**src/rtl/fpu_pkg.sv**
```systemverilog
// fpu_pkg: shared binary32 types, constants and operand classification for the FPU datapath
package fpu_pkg;
  typedef struct packed {
    logic        s;
    logic [7:0]  e;
    logic [22:0] m;
  } float32_t;
  localparam logic [31:0] QNAN = 32'h7FC0_0000;
  localparam int EXP_BIAS = 127;
  localparam int EXP_MAX = 255;
  typedef enum logic [1:0] {ZERO, NORM, INF, NAN} fclass_e;
  typedef struct packed {
    fclass_e cx;
    fclass_e cy;
    logic    sy;
  } tag_t;
  typedef struct packed {
    logic        spec;
    logic        dz;
    logic        inv;
    logic [31:0] q;
  } spec_t;
  function automatic fclass_e fclass(float32_t f, logic flush);
    return f.e == 8'd0 ? (flush || f.m == 23'd0 ? ZERO : NORM) :
           f.e != 8'(EXP_MAX) ? NORM : f.m == 23'd0 ? INF : NAN;
  endfunction
endpackage

```
**src/rtl/fmul_core.sv**
```systemverilog
// fmul_core: 2-stage binary32 multiply for normal operands (M1 product/exponent, M2 normalise/RNE/range); clk, rstn, in_valid, a, b -> out_valid, p, ovf
module fmul_core
  import fpu_pkg::*;
(
  input  logic        clk,
  input  logic        rstn,
  input  logic        in_valid,
  input  float32_t    a,
  input  float32_t    b,
  output logic        out_valid,
  output logic [31:0] p,
  output logic        ovf
);
  localparam logic signed [9:0] EMAX = 10'(EXP_MAX);
  logic v1, s1, norm, g, st;
  logic [47:0] prod;
  logic signed [9:0] e1, en;
  logic [23:0] m24;
  logic [24:0] sum;
  always_ff @(posedge clk or negedge rstn)
    if (!rstn) begin
      v1 <= 1'b0;
      s1 <= 1'b0;
      prod <= '0;
      e1 <= '0;
    end else begin
      v1 <= in_valid;
      if (in_valid) begin
        s1 <= a.s ^ b.s;
        prod <= 48'({1'b1, a.m}) * 48'({1'b1, b.m});
        e1 <= 10'(a.e) + 10'(b.e) - 10'(EXP_BIAS);
      end
    end
  always_comb begin
    norm = prod[47];
    m24 = norm ? prod[47:24] : prod[46:23];
    g = norm ? prod[23] : prod[22];
    st = norm ? |prod[22:0] : |prod[21:0];
    sum = {1'b0, m24} + 25'(g & (st | m24[0]));
    en = e1 + 10'(norm) + 10'(sum[24]);
  end
  always_ff @(posedge clk or negedge rstn)
    if (!rstn) begin
      out_valid <= 1'b0;
      p <= '0;
      ovf <= 1'b0;
    end else begin
      out_valid <= v1;
      if (v1) begin
        ovf <= en >= EMAX;
        p <= en >= EMAX ? {s1, 8'hFF, 23'd0} : en <= 10'sd0 ? {s1, 31'd0} :
             {s1, en[7:0], sum[24] ? sum[23:1] : sum[22:0]};
      end
    end
endmodule

```
**src/rtl/fdiv_pipe.sv**
```systemverilog
// fdiv_pipe: pipelined q = x * finv(y); y -> finv_x, finv_y back after FINV_LAT, out after FINV_LAT+2 with q/dz/inv/ovf, busy = ops in flight
module fdiv_pipe
  import fpu_pkg::*;
#(
  parameter int FINV_LAT = 4,
  parameter int FLUSH_DENORM = 1
) (
  input  logic        clk,
  input  logic        rstn,
  input  logic        in_valid,
  input  logic [31:0] x,
  input  logic [31:0] y,
  output logic [31:0] finv_x,
  input  logic [31:0] finv_y,
  output logic        out_valid,
  output logic [31:0] q,
  output logic        flag_dz,
  output logic        flag_inv,
  output logic        flag_ovf,
  output logic        busy
);
  localparam int CW = $clog2(FINV_LAT + 3);
  localparam logic FLUSH = FLUSH_DENORM != 0;
  logic dv [FINV_LAT];
  logic [31:0] dx [FINV_LAT];
  tag_t dt [FINV_LAT];
  tag_t t;
  spec_t sr, s1, s2;
  logic sg, pv1, movf;
  logic [31:0] mq;
  logic [CW-1:0] cnt;
  assign finv_x = y;
  always_ff @(posedge clk or negedge rstn)
    if (!rstn) begin
      for (int i = 0; i < FINV_LAT; i++) begin
        dv[i] <= 1'b0;
        dx[i] <= '0;
        dt[i] <= '0;
      end
    end else begin
      dv[0] <= in_valid;
      dx[0] <= x;
      dt[0] <= '{cx: fclass(x, FLUSH), cy: fclass(y, FLUSH), sy: y[31]};
      for (int i = 1; i < FINV_LAT; i++) begin
        dv[i] <= dv[i-1];
        dx[i] <= dx[i-1];
        dt[i] <= dt[i-1];
      end
    end
  always_comb begin
    t = dt[FINV_LAT-1];
    sg = dx[FINV_LAT-1][31] ^ t.sy;
    sr.inv = t.cx == NAN || t.cy == NAN || (t.cx == ZERO && t.cy == ZERO) || (t.cx == INF && t.cy == INF);
    sr.dz = !sr.inv && t.cy == ZERO;
    sr.spec = t.cx != NORM || t.cy != NORM;
    sr.q = sr.inv ? QNAN : sr.dz || t.cx == INF ? {sg, 8'hFF, 23'd0} : {sg, 31'd0};
  end
  fmul_core u_mul (
    .clk(clk),
    .rstn(rstn),
    .in_valid(dv[FINV_LAT-1]),
    .a(dx[FINV_LAT-1]),
    .b(finv_y),
    .out_valid(out_valid),
    .p(mq),
    .ovf(movf)
  );
  always_ff @(posedge clk or negedge rstn)
    if (!rstn) begin
      pv1 <= 1'b0;
      s1 <= '0;
      s2 <= '0;
      cnt <= '0;
    end else begin
      pv1 <= dv[FINV_LAT-1];
      if (dv[FINV_LAT-1]) s1 <= sr;
      if (pv1) s2 <= s1;
      cnt <= cnt + CW'(in_valid) - CW'(out_valid);
    end
  assign q = s2.spec ? s2.q : mq;
  assign flag_dz = s2.dz;
  assign flag_inv = s2.inv;
  assign flag_ovf = !s2.spec && movf;
  assign busy = cnt != '0;
endmodule

```
**config.mk**
```make
export PLATFORM = sky130hd
export DESIGN_NAME = fdiv_pipe
export DESIGN_NICKNAME = d
export VERILOG_FILES = /design/src/rtl/fpu_pkg.sv /design/src/rtl/fmul_core.sv /design/src/rtl/fdiv_pipe.sv
export SDC_FILE = /design/constraint.sdc
export NUM_CORES = 2
export LEC_CHECK = 0
export BUFFER_PORTS_ARGS = -buffer_cell sky130_fd_sc_hd__buf_4
export CORE_ASPECT_RATIO = 0.8
export CORE_MARGIN = 1
export CORE_UTILIZATION = 64
export DETAILED_ROUTE_END_ITERATION = 7
export PLACE_DENSITY_LB_ADDON = 0.05
export RECOVER_POWER = 50
export SETUP_SLACK_MARGIN = 0.1
export SLEW_MARGIN = 20
export SYNTH_ARGS = -nofsm -noshare
export SYNTH_HDL_FRONTEND = slang
export SYNTH_SLANG_ARGS = --single-unit
```
**constraint.sdc**
```tcl
create_clock -name clk -period 9.5 [get_ports clk]
set_input_delay 1.425 -clock clk [delete_from_list [all_inputs] [get_ports clk]]
set_output_delay 1.425 -clock clk [all_outputs]
set_load 0.005 [all_outputs]
```
=== Word level (Yosys, flattened, before mapping) ===
Cells that the tools add are included.

* Output and inout bits: 69
* Memory bits (read-only): 0
* Logic and storage cells: 93
* Memory bits (writable): 0
* Register bits after elaboration: 319
* Memories kept: 0
* Latch bits: 0
* Bits of input ports: 99

* Reduce and logical (&&, ||, !) cells: 20
* Shifts and indexed selects: 0
* Mux-type cells: 15
* $mul: 1
* Bitwise logic cells: 4
* Eq/ne operators: 8
* Divide/modulo/power cells: 0
* Magnitude comparators: 2
* $add $sub $neg: 7

{| class="wikitable"
|+ Operator list
! operator !! count
|-
| $mux W31 || 3
|-
| $mux W32 || 2
|-
| $mul A24 B24 Y48 || 1
|-
| $logic_not A23 Y1 || 2
|-
| $add A24 B25 Y25 || 1
|-
| $and A1 B25 Y25 || 1
|-
| $mux W24 || 1
|-
| $mux W23 || 1
|-
| $reduce_or A23 Y1 || 1
|-
| $reduce_or A22 Y1 || 1
|-
| $add A10 B1 Y10 || 2
|-
| $logic_not A8 Y1 || 2
|-
| $ne A8 B8 Y1 const B || 2
|-
| $ge A10 B9 Y1 const B || 1
|-
| $le A10 B1 Y1 const B || 1
|-
| $sub A10 B7 Y10 const B || 1
|-
| $add A8 B8 Y9 || 1
|-
| $eq A2 B2 Y1 const B || 4
|-
| $mux W2 || 4
|-
| $logic_or A1 B1 Y1 || 5
|-
| $logic_and A1 B1 Y1 || 4
|-
| $logic_not A2 Y1 || 2
|-
| $mux W1 || 4
|-
| $ne A2 B1 Y1 const B || 2
|-
| 6 further kinds || 8
|}

=== Longest topological paths before layout ===
* Depth after elaboration: 9
* Mapped depth: 26
* Depth with buffers taken out: 24

=== Cells and area by module ===
Synthesis repeated with hierarchy kept, for this count alone.

* Cells, all modules: 2,963
* Area total of the unflattened synthesis: 29,271.8 um2

{| class="wikitable"
|+ Modules (own cells, without submodules)
! module !! seq. area each (um2) !! area each (um2) !! instances !! cells an instance
|-
| fmul_core || 2,352.3 || 24,158.2 || 1 || 2,656
|-
| fdiv_pipe || 4,154.0 || 5,113.7 || 1 || 307
|}

=== Worst setup path after synthesis ===
Ideal clock, no wire load.

* Path type: input to register
* Start point: input finv_y[3]
* End point: register u_mul.prod[47]
* Stages on the path: 26
* Slack: 1,776 ps
* Data required time: 9,380 ps
* Setup time: 120 ps
* Arrival time: 7,604 ps
* Buffers on the path: 2
* Cell sequence: clkbuf_1 nand2_1 fa_1 inv_1 fa_1 inv_1 fa_1 inv_1 fa_1 inv_1 fa_1 inv_1 fa_1 inv_1 fa_1 inv_1 ha_1 clkbuf_1 a21o_1 a221oi_1 o21a_1 a21oi_1 a21oi_1 a211oi_1 or3_1 a31o_2

* Word-level cells in the longest chain between the ends: 1

{| class="wikitable"
|+ Ends and longest elaborated chain
! item !! RTL line !! source
|-
| from (decl) || fdiv_pipe.sv:14 || <nowiki>input logic [31:0] finv_y,</nowiki>
|-
| $mul A24 B24 Y48 || fmul_core.sv:30 || <nowiki>prod <= 48'({1'b1, a.m}) * 48'({1'b1, b.m});</nowiki>
|-
| to (signal assigned) || fmul_core.sv:30 ||
|-
| to (decl) || fmul_core.sv:16 || <nowiki>logic [47:0] prod;</nowiki>
|}

No other way between the ends.
A chain may end at the register's enable or synchronous reset.

=== Final worst setup path ===
* Start point: input finv_y[0]
* End point: register u_mul.prod[45]

The elaborated chain is that of the path after synthesis.

==> summary.txt <==
Yosys
  – Synth top area share: 0.332
  – Area contributors post-synth: fa_1, dfrtp_1, ha_1
  – Yosys cell types: 70
  – Register area share after synthesis: 0.222
  – Post-Synth XOR/XNOR Area: 0.0264
  – Largest family of logic cells by synthesized area: adder cells
  – Synth Area in Compound Gates: 0.0616
  – Post-synthesis mux area share: 0.0242
  – Synth Area in Adders: 0.412
  – Post-synth EDFFs: 0
  – Top_reg_cell synth: dfrtp_1
  – Flops & latches, synth: between 200 and 300
  – Synth Cell Area: about 29000 µm²
  – Post-Syn Instances: around 3000
  – Leading area contributor after synthesis: fa_1
  – Post-Synth Simple-Gate Area: 0.150
  – Post-synth net total: between 3000 and 4000
  – Share of flip-flops with an asynchronous set or reset: 1.00
  – Syn Area/Cell: 9.76 µm²
  – Yosys warns: 0

Floorplan
  – Io pins: between 150 and 200
  – Row count: slightly below 70
  – Die area: ~46000 µm²
  – Die height: just under 200 µm
  – Initial Util: 0.653
  – Horiz. Die Dim: approximately 240 µm
  – Core Region: roughly 45000 µm²

Timing
  – Setup TNS: 0 ns
  – Slew margin rel.: -1.81
  – Final hold vios: 0
  – Endpoints failing setup: 0
  – Clk_skew: ~0.025 ns
  – Fmax: approximately 0.12 GHz
  – Final Max Tran Viols: approximately 150
  – Fin crit share: 0.858
  – Tmin final: 8.15 ns
  – RSZ-0062 raised after global routing: false
  – Slew at the pin with the worst max-slew slack: ~4.2 ns

CTS
  – Num CTS Buffers: 26
  – Post-CTS Resized: 0
  – CTS tree: built
  – Clk buf depth: 3
  – H-tree levels: 1
  – Hold-fix buffers, CTS: 0
  – Worst-path clk slew: about 0.07 ns
  – CTS Sinks: 259
  – Setup bufs post-CTS: 0
  – Clock root cell: clkbuf_16
  – Clk_lat worst skew: between 0.5 and 0.6 ns

Final layout
  – P&R area growth vs syn: 7.56%
  – Ant diodes: 0
  – Fin util: 0.702
  – # fillers: around 3500
  – Final instance area: 31400 µm²
  – Layout Cells excl Fill: about 3700
  – Share of layout cells above drive strength 1: 0.0886
  – Most common cell after layout, fill and taps aside: inv_1
  – Nets: between 3000 and 4000
  – Most frequent cells in the layout: inv_1, fa_1, nand2_1

Setup path
  – Critical setup path kind: input pin to flip-flop
  – CP endpoint kind: flip-flop
  – CP required: between 9 and 10 ns
  – Startpoint types: input pin
  – Crit path max fanout: 17
  – Worst EP arrival: 8.57 ns

Outcome
  – Status: complete, but fails checks
  – Failing checks: max-capacitance violations, max-slew violations

Place
  – Port Buffers: around 170
  – Dpl cell area: 30600 µm²
  – HPWL reported at the end of detailed placement: around 57 mm
  – Placer congestion estimate: a little over 0.9
  – Placed Cells: 3616

Run
  – # Max-Cap Violations: 2

Routing
  – Total number of vias: approximately 21000
  – First DRT Iteration DRCs: approximately 1700
  – Vias per cell: between 5 and 6
  – Post-route ant nets: 0
  – Total DRC errors in the routed layout: 0
  – Post-DR wirelength/cell: slightly above 20 µm
  – WL final: ~75 mm
  – Detailed Routing Iterations Pass 1: 5

Global routing
  – First-pass GRT wire length: about 120 mm
  – Initial antenna violation count: 0
  – Number of global-route vias before repair: ~23000
  – Overall Global Routing Usage: 0.341
  – GRT overflow: 0
  – Largest net degree at the start of global routing: roughly 190

Worst hold path
  – Hold Crit Class: flip-flop to flip-flop
registers in the layout (all words and copies together), names as in the netlist, 4 cells and up:
| register | cells |
|---|---|
| u_mul.p | 32 |
| u_mul.e1 | 10 |
| u_mul.prod | 48 |
| dt | 20 |
| dv | 4 |
| dx | 128 |
| s1 | 5 |
| s2 | 4 |
layer usage:
metal,up-vias,global-route usage,wire length [µm]
met1,10670,0.462,30600
met5,-,0,0
met3,192,0.0793,7380
met4,0,0.115,2650
met2,965,0.546,34400
li1,9220,-,-
through the flow:
step	setup slack, ns	hold slack (ns)
after floorplan	1.78	0.331
after global placement	1.04	0.332
after detailed placement	0.933	0.335
after CTS	1.46	0.341
after global routing	1.04	0.349
final	1.35	0.342
cell families after synthesis:
kind of cell / Yosys count
simple gates: 863
flops: 259
mux: 65
fa+ha+maj: 671
compound gates: 273
buf+inv: 773
xor+xnor: 88
cell usage after synthesis (3+ instances only):
cell type,number
o21ai_0,52
nand4_1,26
o21bai_1,6
nor2b_1,35
clkbuf_1,129
a221o_1,7
nand2b_1,6
o21a_1,7
and3_1,12
mux2i_1,21
dfrtp_1,259
fa_1,485
a21o_1,28
nor4_1,23
xnor2_1,53
a21boi_0,4
or3_1,4
ha_1,186
nand2_1,315
xor2_1,35
o22ai_1,5
o31ai_1,7
mux2_2,44
o2bb2ai_1,13
clkinv_1,3
inv_1,604
and2_1,260
nor2_1,103
and4_1,6
a211oi_1,13
nand3_1,41
a21oi_1,79
nor3_1,15
buf_4,32
o211ai_1,8
a22o_1,12
a31oi_1,10
area by class of cell:
cell class	count	area (µm²)	area share
repair buffers	187	1340	0.0427
inverters	607	2280	0.0725
clock inverters	8	109	0.00347
clock buffers	39	749	0.0239
multi-input cells	1960	19700	0.627
well taps	603	754	0.0240
flip-flops and latches	259	6490	0.207
path summary, 6_finish.rpt:
kind                                        from                    endpoint  slack [ns]  cells past startpoint
worst max-delay path                   finv_y[0]  u_mul.prod[45]$_DFFE_PN0P_        1.35                     22
worst min-delay path            dx[60]$_DFF_PN0_            dx[28]$_DFF_PN0_        0.34                      0
worst max register to register  dx[12]$_DFF_PN0_  u_mul.prod[45]$_DFFE_PN0P_        1.56                     20
worst min register to register  dx[60]$_DFF_PN0_            dx[28]$_DFF_PN0_        0.34                      0
max in group asynchronous                   rstn  u_mul.prod[47]$_DFFE_PN0P_        4.45                      1
min in group asynchronous                   rstn     u_mul.p[17]$_DFFE_PN0P_        2.34                      1
worst max-delay path, stage by stage:
cell and delay, ns:
buf_4 0.20, clkinv_1 0.29, fa_1 0.60, inv_1 0.05, fa_1 0.52, inv_1 0.05
fa_1 0.45, fa_1 0.55, inv_1 0.06, fa_1 0.49, fa_1 0.50, inv_1 0.05
fa_1 0.49, inv_1 0.05, ha_1 0.47, and4_1 0.31, nand4_1 0.15, o41ai_1 0.79
o211ai_1 0.27, a211oi_1 0.48, a311o_1 0.24, nand3_1 0.06
Power is left out: the tool's default activity adds up to more than one toggle a clock period on the data nets, which glitch-free logic cannot reach.
